===== src/rtl/alu_pkg.sv =====
// Shared types and constants for the ALU sweep sequencer and its result buffer.
package alu_pkg;

    localparam int ALU_W     = 16;
    localparam int ALU_SEL_W = 4;

    localparam logic [3:0] ALU_OP_ADD = 4'h0;
    localparam logic [3:0] ALU_OP_SUB = 4'h1;

    typedef enum logic [2:0] {
        ST_IDLE    = 3'd0,
        ST_DRIVE   = 3'd1,
        ST_WAIT    = 3'd2,
        ST_CAPTURE = 3'd3,
        ST_FINISH  = 3'd4
    } sweep_state_t;

    typedef struct packed {
        logic             carry;
        logic [ALU_W-1:0] value;
    } alu_result_t;

endpackage


===== src/rtl/alu_result_buf.sv =====
// Result register file indexed by ALU select, with a live valid bitmap.
// Single write port, combinational read port, synchronous bitmap clear.
import alu_pkg::*;

module alu_result_buf #(
    parameter int WIDTH = ALU_W,
    parameter int SEL_W = ALU_SEL_W
) (
    input  logic             clk,
    input  logic             rst,
    input  logic             clr,
    input  logic             wr_en,
    input  logic [SEL_W-1:0] wr_idx,
    input  logic [WIDTH:0]   wr_data,
    input  logic [SEL_W-1:0] rd_idx,
    output logic [WIDTH:0]   rd_data,
    output logic             rd_valid
);

    localparam int DEPTH = 2 ** SEL_W;

    logic [WIDTH:0]   mem_r [DEPTH];
    logic [DEPTH-1:0] valid_r;

    // Data storage: contents are don't-care until the valid bit says otherwise.
    always_ff @(posedge clk) begin
        if (wr_en) begin
            mem_r[wr_idx] <= wr_data;
        end
    end

    // Valid bitmap: async reset, cleared at sweep start, set per captured entry.
    always_ff @(posedge clk or posedge rst) begin
        if (rst) begin
            valid_r <= {DEPTH{1'b0}};
        end else if (clr) begin
            valid_r <= {DEPTH{1'b0}};
        end else if (wr_en) begin
            valid_r[wr_idx] <= 1'b1;
        end
    end

    assign rd_data  = mem_r[rd_idx];
    assign rd_valid = valid_r[rd_idx];

endmodule


===== src/rtl/alu_sweep_sequencer.sv =====
// Drives one operand pair through a run of ALU selects and captures each result.
// Optional self-check of ADD/SUB results is enabled by defining ALU_SWEEP_CHECK_EN.
import alu_pkg::*;

module alu_sweep_sequencer #(
    parameter int WIDTH      = ALU_W,
    parameter int SEL_W      = ALU_SEL_W,
    parameter int SETTLE_CYC = 2
) (
    input  logic             clk,
    input  logic             rst,
    input  logic             start,
    input  logic [WIDTH-1:0] a_in,
    input  logic [WIDTH-1:0] b_in,
    input  logic [SEL_W-1:0] first_sel,
    input  logic [SEL_W:0]   num_ops,
    output logic             busy,
    output logic             done,
    output logic [WIDTH-1:0] alu_a,
    output logic [WIDTH-1:0] alu_b,
    output logic [SEL_W-1:0] alu_sel,
    input  logic [WIDTH-1:0] alu_out,
    input  logic             alu_carry,
    input  logic [SEL_W-1:0] rd_idx,
    output logic [WIDTH:0]   rd_data,
    output logic             rd_valid,
    output logic [SEL_W:0]   fail_cnt
);

    localparam logic [3:0]   SETTLE_LOAD_C = (SETTLE_CYC > 0) ? 4'(SETTLE_CYC - 1) : 4'd0;
    localparam logic [SEL_W:0] ONE_OP_C    = (SEL_W + 1)'(1);
    localparam logic [SEL_W:0] NO_OPS_C    = (SEL_W + 1)'(0);

    sweep_state_t     state_r;
    sweep_state_t     next_state_s;
    logic [3:0]       wait_cnt_r;
    logic [SEL_W:0]   ops_left_r;
    logic [WIDTH-1:0] alu_a_r;
    logic [WIDTH-1:0] alu_b_r;
    logic [SEL_W-1:0] alu_sel_r;
    logic             busy_r;
    logic             done_r;
    logic             accept_s;
    logic             capture_s;
    logic [WIDTH:0]   captured_s;

    assign accept_s   = (state_r == ST_IDLE) && start;
    assign capture_s  = (state_r == ST_CAPTURE);
    assign captured_s = {alu_carry, alu_out};

    // Next-state decode for the sweep FSM.
    always_comb begin
        next_state_s = state_r;
        case (state_r)
            ST_IDLE: begin
                if (start) begin
                    next_state_s = (num_ops == NO_OPS_C) ? ST_FINISH : ST_DRIVE;
                end else begin
                    next_state_s = ST_IDLE;
                end
            end
            ST_DRIVE: begin
                if (SETTLE_CYC > 0) begin
                    next_state_s = ST_WAIT;
                end else begin
                    next_state_s = ST_CAPTURE;
                end
            end
            ST_WAIT: begin
                if (wait_cnt_r == 4'd0) begin
                    next_state_s = ST_CAPTURE;
                end else begin
                    next_state_s = ST_WAIT;
                end
            end
            ST_CAPTURE: begin
                if (ops_left_r == ONE_OP_C) begin
                    next_state_s = ST_FINISH;
                end else begin
                    next_state_s = ST_DRIVE;
                end
            end
            ST_FINISH: next_state_s = ST_IDLE;
            default:   next_state_s = ST_IDLE;
        endcase
    end

    // FSM state register.
    always_ff @(posedge clk or posedge rst) begin
        if (rst) begin
            state_r <= ST_IDLE;
        end else begin
            state_r <= next_state_s;
        end
    end

    // Registered ALU drive, op bookkeeping and status outputs.
    always_ff @(posedge clk or posedge rst) begin
        if (rst) begin
            alu_a_r    <= {WIDTH{1'b0}};
            alu_b_r    <= {WIDTH{1'b0}};
            alu_sel_r  <= {SEL_W{1'b0}};
            ops_left_r <= NO_OPS_C;
            wait_cnt_r <= 4'd0;
            busy_r     <= 1'b0;
            done_r     <= 1'b0;
        end else begin
            done_r <= 1'b0;
            case (state_r)
                ST_IDLE: begin
                    if (start) begin
                        alu_a_r    <= a_in;
                        alu_b_r    <= b_in;
                        alu_sel_r  <= first_sel;
                        ops_left_r <= num_ops;
                        busy_r     <= 1'b1;
                    end
                end
                ST_DRIVE: wait_cnt_r <= SETTLE_LOAD_C;
                ST_WAIT: begin
                    if (wait_cnt_r != 4'd0) begin
                        wait_cnt_r <= wait_cnt_r - 4'd1;
                    end
                end
                ST_CAPTURE: begin
                    ops_left_r <= ops_left_r - ONE_OP_C;
                    // The last op leaves alu_sel on the final select driven.
                    if (ops_left_r != ONE_OP_C) begin
                        alu_sel_r <= alu_sel_r + SEL_W'(1);
                    end
                end
                ST_FINISH: begin
                    busy_r <= 1'b0;
                    done_r <= 1'b1;
                end
                default: busy_r <= 1'b0;
            endcase
        end
    end

    alu_result_buf #(
        .WIDTH (WIDTH),
        .SEL_W (SEL_W)
    ) u_buf (
        .clk      (clk),
        .rst      (rst),
        .clr      (accept_s),
        .wr_en    (capture_s),
        .wr_idx   (alu_sel_r),
        .wr_data  (captured_s),
        .rd_idx   (rd_idx),
        .rd_data  (rd_data),
        .rd_valid (rd_valid)
    );

`ifdef ALU_SWEEP_CHECK_EN
    logic [WIDTH:0] expect_s;
    logic           check_s;
    logic [SEL_W:0] fail_cnt_r;

    // Reference ADD/SUB result; carry is bit WIDTH, which is the borrow for SUB.
    always_comb begin
        expect_s = {(WIDTH + 1){1'b0}};
        check_s  = 1'b0;
        if (alu_sel_r == SEL_W'(ALU_OP_ADD)) begin
            expect_s = {1'b0, alu_a_r} + {1'b0, alu_b_r};
            check_s  = 1'b1;
        end else if (alu_sel_r == SEL_W'(ALU_OP_SUB)) begin
            expect_s = {1'b0, alu_a_r} - {1'b0, alu_b_r};
            check_s  = 1'b1;
        end else begin
            check_s  = 1'b0;
        end
    end

    // Saturating mismatch counter, cleared on each accepted start.
    always_ff @(posedge clk or posedge rst) begin
        if (rst) begin
            fail_cnt_r <= NO_OPS_C;
        end else if (accept_s) begin
            fail_cnt_r <= NO_OPS_C;
        end else if (capture_s && check_s && (captured_s != expect_s)
                     && (fail_cnt_r != {(SEL_W + 1){1'b1}})) begin
            fail_cnt_r <= fail_cnt_r + ONE_OP_C;
        end
    end

    assign fail_cnt = fail_cnt_r;
`else
    assign fail_cnt = {(SEL_W + 1){1'b0}};
`endif

    assign alu_a   = alu_a_r;
    assign alu_b   = alu_b_r;
    assign alu_sel = alu_sel_r;
    assign busy    = busy_r;
    assign done    = done_r;

endmodule


===== config.mk =====
export PLATFORM = sky130hd
export DESIGN_NAME = alu_sweep_sequencer
export DESIGN_NICKNAME = d
export VERILOG_FILES = /design/src/rtl/alu_pkg.sv /design/src/rtl/alu_result_buf.sv /design/src/rtl/alu_sweep_sequencer.sv
export SDC_FILE = /design/constraint.sdc
export NUM_CORES = 1
export LEC_CHECK = 0
export CAP_MARGIN = 20
export CORE_MARGIN = 1
export CORE_UTILIZATION = 35
export DETAILED_ROUTE_END_ITERATION = 10
export HOLD_SLACK_MARGIN = 0.06
export SETUP_SLACK_MARGIN = 0.3
export SLEW_MARGIN = 40
export SYNTH_ARGS = -nofsm -noshare
export SYNTH_HDL_FRONTEND = slang
export SYNTH_SLANG_ARGS = --single-unit
export TNS_END_PERCENT = 100

===== constraint.sdc =====
create_clock -name clk -period 2.2 [get_ports clk]
set_input_delay 0.33 -clock clk [delete_from_list [all_inputs] [get_ports clk]]
set_output_delay 0.33 -clock clk [all_outputs]
set_load 0.005 [all_outputs]

**After elaboration in Yosys (flattened, before gate mapping)**

Memories as Yosys holds them, arrays and structs flattened.
Cells that the tools add are included.
W data, S select, Z words.

- $add $sub $neg: 3
- Eq/ne operators: 9
- Order comparisons: 3
- Multiplexer cells: 23
- Reductions and logical operators: 15
- Bitwise operators: 2

Operator list:

| kind | count |
|---|---|
| $mux W16 | 2 |
| $or A16 B16 Y16 | 1 |
| $pmux W4 S2 | 2 |
| $mux W4 | 3 |
| $pmux W3 S4 | 1 |
| $lt A4 B5 Y1 const B | 2 |
| $pmux W5 S2 | 1 |
| $mux W3 | 3 |
| $reduce_and A2 Y1 | 4 |
| $mux W1 | 7 |
| $eq A3 B2 Y1 const B | 2 |
| $reduce_bool A2 Y1 | 3 |
| $eq A5 B1 Y1 const B | 1 |
| $logic_not A5 Y1 | 1 |
| $mux W5 | 1 |
| $ne A5 B1 Y1 const B | 1 |
| $sub A5 B1 Y5 const B | 1 |
| $add A4 B1 Y4 const B | 1 |
| $bmux W1 S4 | 1 |
| $demux W1 S4 | 1 |
| $ge A4 B1 Y1 const B | 1 |
| $logic_not A4 Y1 | 1 |
| $ne A2 B2 Y1 const B | 2 |
| $reduce_bool A4 Y1 | 1 |
| other kinds (10) | 11 |

- RAM bits: 272
- Output and inout bits: 61
- Register bits after elaboration: 66
- Bits of input ports: 65
- Memories kept: 1
- Word-level logic and storage cells: 65

Memory list:

| memory | words | bits a word | read ports | clocked after Yosys merged registers in | wr ports | line | text |
|---|---|---|---|---|---|---|---|
| u_buf.mem_r | 16 | 17 | 1 | 0 | 1 | alu_result_buf.sv:22 | `logic [WIDTH:0] mem_r [DEPTH];` |

**Longest topological paths before layout**

Gate-level depths: netlist of the first run.

- Depth in word-level cells: 7
- Depth in mapped cells: 7
- Gate-level depth less buffers: 6

**By module**

A second synthesis of the first run with hierarchy kept.

- Cell total of the unflattened synthesis: 754
- Area, all modules: 13,260.2 µm²

Modules (own cells, without submodules):

| module | seq. area each (µm²) | instances | area each (µm²) | cells an instance |
|---|---|---|---|---|
| alu_result_buf | 8,568.2 | 1 | 11,015.6 | 508 |
| alu_sweep_sequencer | 1,251.2 | 1 | 2,244.7 | 246 |

**Worst setup path before layout of the first run**

Ideal clock, no wire load.

- Path kind: register to register
- Start: register state_r[1]
- End: memory u_buf.mem_r[7][0] (netlist name) (enable)
- Arrival time: 1.595 ns
- Cell stages (with the launch flop): 6
- Library setup time: 0.376 ns
- Path buffers: 2
- Setup slack: 0.229 ns
- Clock period less this slack: 1.971 ns
- Data required time: 1.824 ns
- Path through: dfrtp_1 -> buf_2 -> nand3b_1 -> buf_2 -> nor3b_1 -> and2_1

- Word-level cells in the longest chain between the ends: 3

RTL lines:

| item | line | text |
|---|---|---|
| start, declared | alu_sweep_sequencer.sv:34 | `sweep_state_t state_r;` |
| start signal, assigned | alu_sweep_sequencer.sv:93 | `state_r <= next_state_s;` |
| $eq A3 B2 Y1 | alu_sweep_sequencer.sv:48 | `assign capture_s = (state_r == ST_CAPTURE);` |
| $mux W1 | alu_result_buf.sv:27 | `if (wr_en) begin` |
| $mux W1 (not written as such) | alu_result_buf.sv:28 | `mem_r[wr_idx] <= wr_data;` |
| end, declared | alu_result_buf.sv:22 |  |

Every way passes these cells.

**Final worst setup path of the first run**

- Start: memory u_buf.mem_r[3][0] (netlist name)
- End: output rd_data[0]

- Word-level cells in the longest chain between the ends: 1

RTL lines:

| item | line | text |
|---|---|---|
| $mem_v2 Z16 W17 | - |  |
| end, declared | alu_sweep_sequencer.sv:25 | `output logic [WIDTH:0] rd_data,` |

Every way passes these cells.

==> flow_summary.json, run 1 <==
{
  "outcome": "finished clean",
  "grt_pass1_wl_mm": 45.1,
  "synth_area_per_cell_um2": 17.9,
  "synthArstFlopShare": 0.195,
  "fillers": 3200,
  "r2r_slack_ns": 0.47,
  "core-area_um2": 37000,
  "top_usage_layer": "met2",
  "start_kind": "flop",
  "syn_inst": 740,
  "fin_skew_ns": 0.0159,
  "first_global_vias": 7515,
  "die_y_um": 197,
  "synth_edf_count": 272,
  "gr-usage-all-layers": 0.156,
  "area_delta_synth_final_pct": 27.9,
  "slew_violations": 0,
  "cp.arrival_ns": 1.81,
  "reg2reg_from": "state_r[1]",
  "criticalPathCategory": "flop to output pin",
  "rsz0062_at_grt": "yes",
  "die_w_um": 197,
  "cp_data_required_time_ns": 1.87,
  "ys_seq_area_frac": 0.740,
  "layout.cells.non_filler": 1448,
  "ir_worst_vdd_mv": 0.609,
  "powerDensity_nw_per_um2": 1030,
  "worstMarginPinSlew_ns": 0.564,
  "initialDrtViolationCount": 457,
  "layout_min_cycle_time_ns": 2.14,
  "ys_ff_latch": 338,
  "cts_root_buffer": "clkbuf_16",
  "fin_tns_setup_ns": 0,
  "use_met2": 0.257,
  "use_met3": 0.0378,
  "ys_warn_count": 0,
  "cts_tree": "done",
  "insertion_delay_ns": 0.52,
  "cp-end-kind": "output pin",
  "slowest_delay_ns": 0.49,
  "wl_mm": 29.4,
  "ant_nets": 0,
  "p_leak_nw": 6.00,
  "numCtsBuffers": 36,
  "rr_worst_depth": 5,
  "gp_congestion": 0.712,
  "crit_fanout": 1,
  "max_freq_mhz": 468,
  "grt_antenna_before_repair": 1,
  "ys_types": 46,
  "cp_slowest_cell": "mux4_2",
  "hold_depth": 3,
  "wl_per_cell_um": 20.3,
  "timing.rr.end": "u_buf.mem_r[10][10]",
  "finalCritPeriodShare": 0.972,
  "clkSlewWorstSetupHoldPaths_ns": 0.06,
  "drc": 0,
  "cap_violations": 0,
  "viasPerCell": 4.97,
  "final_nets": 988,
  "post-route-cell-area_um2": 17000,
  "holdPathEnd": "alu_a[8]",
  "vias": 7193,
  "cts.sink_count": 338,
  "cts_buffer_depth": 3,
  "worstPathCellList": "mux4_2 > a22oi_2 > nand2_2 > buf_6",
  "slew_headroom": 0.623,
  "dieArea_um2": 38700,
  "worstHoldStart": "a_in[8]",
  "dpl_cell_area_um2": 15700,
  "io_buffers": 120,
  "grt_remaining_overflow": 0,
  "placed_cells": 1378,
  "hold_viol": 0,
  "syn_area_um2": 13300,
  "grt_max_degree": 44,
  "drive_gt1_frac": 0.280,
  "hp-class": "input port to flop",
  "ios": 126,
  "p_total_mw": 17.4,
  "drtPass1Iterations": 4,
  "met1_usage": 0.207,
  "utilization": 0.459,
  "start_util": 0.359,
  "diodes": 0,
  "ctsHtreeMaxLevel": 2,
  "synth_flop_cell": "edfxtp_1",
  "rows": 70,
  "finalSetupViolCount": 0,
  "dp_hpwl_mm": 17.8
}
==> Yosys cell counts, types with 2 or more instances <==
| cell type | n | area share |
|---|---|---|
| and2_1 | 18 | 0.0085 |
| dfrtp_1 | 66 | 0.12 |
| o211ai_1 | 2 | 0.0011 |
| nor3_1 | 5 | 0.0019 |
| a22oi_1 | 38 | 0.022 |
| o21a_1 | 16 | 0.0091 |
| edfxtp_1 | 272 | 0.62 |
| nor2b_1 | 2 | 0.00094 |
| and3_1 | 2 | 0.00094 |
| mux4_2 | 72 | 0.12 |
| nor3b_1 | 3 | 0.0017 |
| buf_4 | 5 | 0.0028 |
| nor2_1 | 12 | 0.0034 |
| inv_1 | 10 | 0.0028 |
| nand2_1 | 121 | 0.034 |
| a21oi_1 | 12 | 0.0045 |
| o21ai_0 | 8 | 0.0030 |
| ha_1 | 7 | 0.0066 |
| clkbuf_1 | 15 | 0.0042 |
| buf_6 | 5 | 0.0042 |
| buf_2 | 14 | 0.0053 |
| or4b_1 | 2 | 0.0015 |
| buf_1 | 6 | 0.0017 |
| o22ai_1 | 5 | 0.0024 |
==> critical path: cells and delay by family, from the launching register on <==
kind / cells / cell delay [ns]
buffers and inverters: 1 / 0.13
and+or+nand+nor: 1 / 0.11
AOI/OAI and AO/OA: 1 / 0.20
DFF: 1 / 0.36
muxes: 1 / 0.49
==> worst max path at each step <==
stage	end	slack (ns)	cells past startpoint	from
2_1_floorplan	rd_data[10]	0.29	5	rd_idx[0]
3_3_place_gp	rd_data[15]	-0.22	6	rd_idx[0]
3_5_place_dp	rd_data[15]	-0.24	6	rd_idx[0]
4_1_cts	rd_data[15]	0.00002	4	u_buf.mem_r[2][15]
5_1_grt	rd_data[0]	-0.02	4	u_buf.mem_r[3][0]
6_report	rd_data[0]	0.06	4	u_buf.mem_r[3][0]
==> final cells by class <==
cell class / count / area, um^2 / area share
clock buffers: 46 / 958 / 0.0565
clock inverters: 20 / 148 / 0.00870
inverters: 10 / 41.3 / 0.00243
multi-input cells: 351 / 3400 / 0.200
flip-flops and latches: 338 / 9830 / 0.579
well taps: 504 / 631 / 0.0372
repair buffers: 179 / 1960 / 0.116
==> metrics by stage <==
stage               setup slack, ns  hold slack [ns]
floorplan                     0.292            0.429
global placement             -0.219            0.456
detailed placement           -0.236            0.462
CTS                       0.0000160            0.311
global route                -0.0245            0.327
finish                       0.0613            0.339
==> state kept, by name, indices dropped and copies added, names as in the netlist <==
register / flops
alu_b: 16
busy: 1
u_buf.valid_r: 16
alu_sel: 4
wait_cnt_r: 4
alu_a: 16
ops_left_r: 5
u_buf.mem_r: 272
done: 1
state_r: 3
==> placed cells by master, fill, tap and decap left out, types with 10 or more instances in the layout <==
cell type	synthesis	routed
mux4_2	72	72
buf_12	0	31
buf_2	14	15
o21a_1	16	16
a21oi_1	12	12
clkbuf_16	0	36
edfxtp_1	272	272
buf_4	5	28
clkdlybuf4s50_1	0	98
and2_1	18	10
dfrtp_1	66	61
a22oi_2	0	32
nand2_1	121	116
nor2_1	12	11
==> per-layer routing <==
layer / share of wire / wire, um
met1: 0.44 / 12900
met2: 0.48 / 14200
met4: 0.017 / 502
met5: 0.00044 / 13
met3: 0.062 / 1820
==> timing repair <==
action / 4_1_cts / 5_1_grt
hold buffers: 1 / 0
setup buffers: 1 / 2
setup endpoints to repair: 107 / 106
pin swaps: 43 / 9
endpoints found under the hold margin: 3 / 0
resized for setup: 108 / 18
==> cell families after synthesis <==
logic type / after synthesis / share of synthesized area
other: 1 / 0.000283
AND/OR/NAND/NOR: 173 / 0.0586
XOR/XNOR: 1 / 0.000660
AO/OA/AOI/OAI: 92 / 0.0494
adder cells (fa/ha/maj): 7 / 0.00660
flip-flops: 338 / 0.740
multiplexers: 73 / 0.123
buffers and inverters: 55 / 0.0211
==> report_power, final <==
group | switching (mW) | internal [mW]
logic | 1.68 | 1.82
clock network | 2.41 | 3.23
registers | 0.456 | 7.79
(Power assumes the default switching activity.)
==> run 2: changes to the inputs <==
Settings changed: CORE_UTILIZATION 35 to 40.
==> flow_summary.json, run 2 (synthesized netlist as in run 1, its figures left out) <==
{
  "worstHoldStart": "a_in[2]",
  "grt_pass1_wl_mm": 45.1,
  "final_common_cell": "edfxtp_1",
  "placed_cells": 1330,
  "rows": 66,
  "wl_mm": 29.1,
  "start_kind": "flop",
  "wl_per_cell_um": 20.8,
  "drtPass1Iterations": 5,
  "final_cell_mix": "edfxtp_1 (272), nand2_1 (117), clkdlybuf4s50_1 (100)",
  "layout.cells.non_filler": 1396,
  "first_global_vias": 7564,
  "drive_gt1_frac": 0.279,
  "slew_headroom": 0.622,
  "cap_violations": 0,
  "hold_depth": 3,
  "core-area_um2": 32600,
  "timing.hold.ws_ns": 0.349,
  "final_nets": 1002,
  "io_buffers": 120,
  "worstMarginPinSlew_ns": 0.565,
  "p_total_mw": 17.3,
  "criticalPathCategory": "flop to output pin",
  "holdPathEnd": "alu_a[2]",
  "cp_data_required_time_ns": 1.87,
  "finalCritPeriodShare": 0.975,
  "outcome": "finished clean",
  "layout_min_cycle_time_ns": 2.14,
  "initialDrtViolationCount": 494,
  "largest_register_ffs": 272,
  "r2r_slack_ns": 0.39,
  "timing.rr.end": "alu_sel[0]",
  "fin_skew_ns": 0.0120,
  "numCtsBuffers": 36,
  "grt_remaining_overflow": 0,
  "grt_max_degree": 64,
  "slowest_delay_ns": 0.49,
  "cp.arrival_ns": 1.81,
  "gr-usage-all-layers": 0.180,
  "crit_fanout": 1,
  "regMostFlops": "u_buf.mem_r",
  "dp_hpwl_mm": 18.0,
  "ir_worst_vdd_mv": 0.523,
  "cts_root_buffer": "clkbuf_16",
  "max_freq_mhz": 466,
  "diodes": 0,
  "dieArea_um2": 33900,
  "finalSetupViolCount": 0,
  "cp_slowest_cell": "mux4_2",
  "slew_violations": 0,
  "powerDensity_nw_per_um2": 1020,
  "ios": 126,
  "cp-end-kind": "output pin",
  "p_leak_nw": 6.04,
  "ant_nets": 0,
  "fillers": 2638,
  "cts_tree": "done",
  "hold_viol": 0,
  "gp_congestion": 0.712,
  "rsz0062_at_grt": "yes",
  "die_w_um": 184,
  "cts_buffer_depth": 3,
  "ctsHtreeMaxLevel": 2,
  "clkSlewWorstSetupHoldPaths_ns": 0.06,
  "grt_antenna_before_repair": 0,
  "drc": 0,
  "insertion_delay_ns": 0.50,
  "cts.sink_count": 338,
  "utilization": 0.521,
  "vias": 7168,
  "viasPerCell": 5.13,
  "hp-class": "input port to flop",
  "die_y_um": 184,
  "worstPathCellList": "mux4_2 > a22oi_2 > nand2_1 > buf_2",
  "start_util": 0.407,
  "reg2reg_from": "state_r[1]",
  "rr_worst_depth": 4,
  "area_delta_synth_final_pct": 28.0
}
==> run 2: cell types whose count changed in the layout (fill, tap and decap cells not counted), sizes merged <==
cell | before | now
inv | 12 | 9
dlygate4sd2 | 1 | 0
clkdlybuf4s50 | 98 | 100
clkinv | 16 | 12
buf | 78 | 92
dlymetal6s2s | 1 | 0
clkbuf | 46 | 48
clkinvlp | 1 | 2
==> run 2: metal layers <==
layer,wire length [um],vias to the layer above,track usage
li1,-,3255,-
met1,12700,3684,0.239
met2,14100,187,0.297
met3,1710,42,0.0429
met4,532,0,0.0467
met5,0,-,0
==> run 2: how the worst max path moves through the flow <==
stage                  endpoint                start  cells past startpoint
finish              rd_data[16]  u_buf.mem_r[10][16]                      4
global route        rd_data[16]  u_buf.mem_r[10][16]                      4
CTS                 rd_data[16]  u_buf.mem_r[10][16]                      4
detailed placement  rd_data[14]            rd_idx[0]                      7
global placement    rd_data[14]            rd_idx[0]                      7
floorplan           rd_data[10]            rd_idx[0]                      5
==> run 2: per-stage QoR <==
stage          area [um^2]  worst slack, ns  setup TNS [ns]
4_1_cts              16900           0.0183               0
2_1_floorplan        13300            0.292               0
3_5_place_dp         15800           -0.255           -3.45
5_1_grt              17000          -0.0111         -0.0111
6_report             17000           0.0552               0
3_3_place_gp         15800           -0.245           -3.22
==> run 2: timing repair <==
| item | 4_1_cts | 5_1_grt |
|---|---|---|
| hold buffers | 1 | 0 |
| setup buffers | 2 | 1 |
| hold endpoints to repair | 3 | 0 |
| pin swaps | 34 | 7 |
| setup endpoints to repair | 113 | 212 |
| resized for setup | 103 | 9 |
==> run 2: report_power, final <==
part | leakage (nW) | switching, mW | total (mW) | internal [mW]
logic | 2.26 | 1.66 | 3.52 | 1.86
clock network | 0.516 | 2.30 | 5.49 | 3.19
registers | 3.27 | 0.456 | 8.25 | 7.79
total | 6.04 | 4.42 | 17.3 | 12.8
==> run 2: layout make-up <==
| cell class | count | area, um^2 | share of cell area |
|---|---|---|---|
| clock buffers | 48 | 967 | 0.0569 |
| inverters | 10 | 41.3 | 0.00243 |
| well taps | 442 | 553 | 0.0326 |
| repair buffers | 193 | 2150 | 0.127 |
| flip-flops and latches | 338 | 9830 | 0.579 |
| multi-input cells | 351 | 3360 | 0.198 |
| clock inverters | 14 | 90.1 | 0.00530 |
==> run 2: worst max-delay path, delay by kind of cell, from the launching register on <==
family	cells	cell delay, ns
AND/OR/NAND/NOR	1	0.11
flip-flops	1	0.39
multiplexers	1	0.49
AO/OA/AOI/OAI	1	0.19
buffers and inverters	1	0.14
==> run 3: changes to the inputs <==
Settings changed: CAP_MARGIN 20 to not set, TNS_END_PERCENT 100 to 5.
==> flow_summary.json, run 3 (synthesized netlist as in run 1, its figures left out) <==
{
  "slew_violations": 0,
  "wl_per_cell_um": 20.5,
  "die_w_um": 184,
  "final_common_cell": "edfxtp_1",
  "final_cell_mix": "edfxtp_1 (272), nand2_1 (120), clkdlybuf4s50_1 (100)",
  "fillers": 2647,
  "cp.arrival_ns": 1.80,
  "timing.hold.ws_ns": 0.252,
  "drive_gt1_frac": 0.247,
  "rr_worst_depth": 5,
  "powerDensity_nw_per_um2": 1030,
  "cts_root_buffer": "clkbuf_16",
  "multi_input_area_um2": 3320,
  "slew_headroom": 0.639,
  "seqCellArea_um2": 9820,
  "grt_antenna_before_repair": 0,
  "p_leak_nw": 5.95,
  "finalSetupViolCount": 0,
  "drtPass1Iterations": 4,
  "fin_skew_ns": 0.0140,
  "grt_pass1_wl_mm": 44.0,
  "grt_remaining_overflow": 0,
  "regMostFlops": "u_buf.mem_r",
  "core-area_um2": 32600,
  "diodes": 0,
  "clkSlewWorstSetupHoldPaths_ns": 0.06,
  "cp_data_required_time_ns": 1.87,
  "max_freq_mhz": 470,
  "placed_cells": 1309,
  "worstMarginPinSlew_ns": 0.539,
  "vias": 7096,
  "outcome": "finished clean",
  "dieArea_um2": 33900,
  "gr-usage-all-layers": 0.175,
  "criticalPathCategory": "flop to output pin",
  "r2r_slack_ns": 0.37,
  "crit_path_start": "u_buf.mem_r[3][1]",
  "rows": 66,
  "insertion_delay_ns": 0.52,
  "wl_mm": 28.4,
  "viasPerCell": 5.13,
  "hp-class": "input port to async pin",
  "cts.sink_count": 338,
  "hold_viol": 0,
  "rsz0062_at_grt": "yes",
  "die_y_um": 184,
  "cts_buffer_depth": 3,
  "timing.rr.end": "alu_b[1]",
  "cap_violations": 0,
  "drc": 0,
  "finalCritPeriodShare": 0.966,
  "first_global_vias": 7402,
  "start_util": 0.407,
  "layout.cells.non_filler": 1383,
  "ir_worst_vdd_mv": 0.514,
  "cts_tree": "done",
  "layout_min_cycle_time_ns": 2.13,
  "area_delta_synth_final_pct": 26.4,
  "numCtsBuffers": 36,
  "dp_hpwl_mm": 16.4,
  "reg2reg_from": "state_r[0]",
  "ant_nets": 0,
  "ctsHtreeMaxLevel": 2,
  "cp-end-kind": "output pin",
  "start_kind": "flop",
  "crit_fanout": 1,
  "ios": 126,
  "initialDrtViolationCount": 593,
  "io_buffers": 120,
  "gp_congestion": 0.715,
  "largest_register_ffs": 272,
  "final_nets": 986,
  "grt_max_degree": 67
}
==> run 3: layout make-up <==
class	count	share of cell area
clock buffers	50	0.0581
clock inverters	15	0.00612
inverters	10	0.00246
multi-input cells	351	0.198
flip-flops and latches	338	0.586
well taps	442	0.0330
repair buffers	177	0.116
==> run 3: through the flow <==
| stage | util | setup slack, ns | setup TNS, ns | area [um^2] | power (mW) |
|---|---|---|---|---|---|
| global route | 0.514 | -0.00573 | -0.00573 | 16800 | 18.1 |
| global placement | 0.477 | -0.233 | -3.40 | 15600 | 11.8 |
| CTS | 0.512 | 0.0578 | 0 | 16700 | 17.4 |
| detailed placement | 0.477 | -0.231 | -3.35 | 15600 | 11.8 |
| finish | 0.514 | 0.0739 | 0 | 16800 | 17.2 |
| floorplan | - | 0.229 | 0 | 13300 | 10.0 |
==> run 3: what timing repair did <==
action                     in CTS  in global routing
setup endpoints to repair      21                210
hold buffers                    0                  0
setup buffers                   4                  5
pin swaps                      33                  7
gates resized for setup        86                 12
==> run 3: worst max-delay path by stage <==
stage,end,cells after the start
after CTS,rd_data[15],4
final,rd_data[1],4
after floorplan,u_buf.mem_r[7][0],5
after global routing,rd_data[1],4
after global placement,rd_data[10],6
after detailed placement,rd_data[10],6
==> run 3: report_power, final <==
part | internal [mW] | switching [mW]
clock network | 3.22 | 2.35
registers | 7.78 | 0.447
logic | 1.81 | 1.63
==> run 3: routing by layer <==
layer  GRT usage  wire, um
met2       0.280     13600
met5           0         0
met4      0.0520       513
met1       0.237     12400
met3      0.0419      1810
==> run 3: worst max-delay path, cell delays in order (launching register included) <==
cell and delay [ns]:
edfxtp_1 0.39, mux4_2 0.50, a22oi_2 0.19, nand2_1 0.06
buf_2 0.14
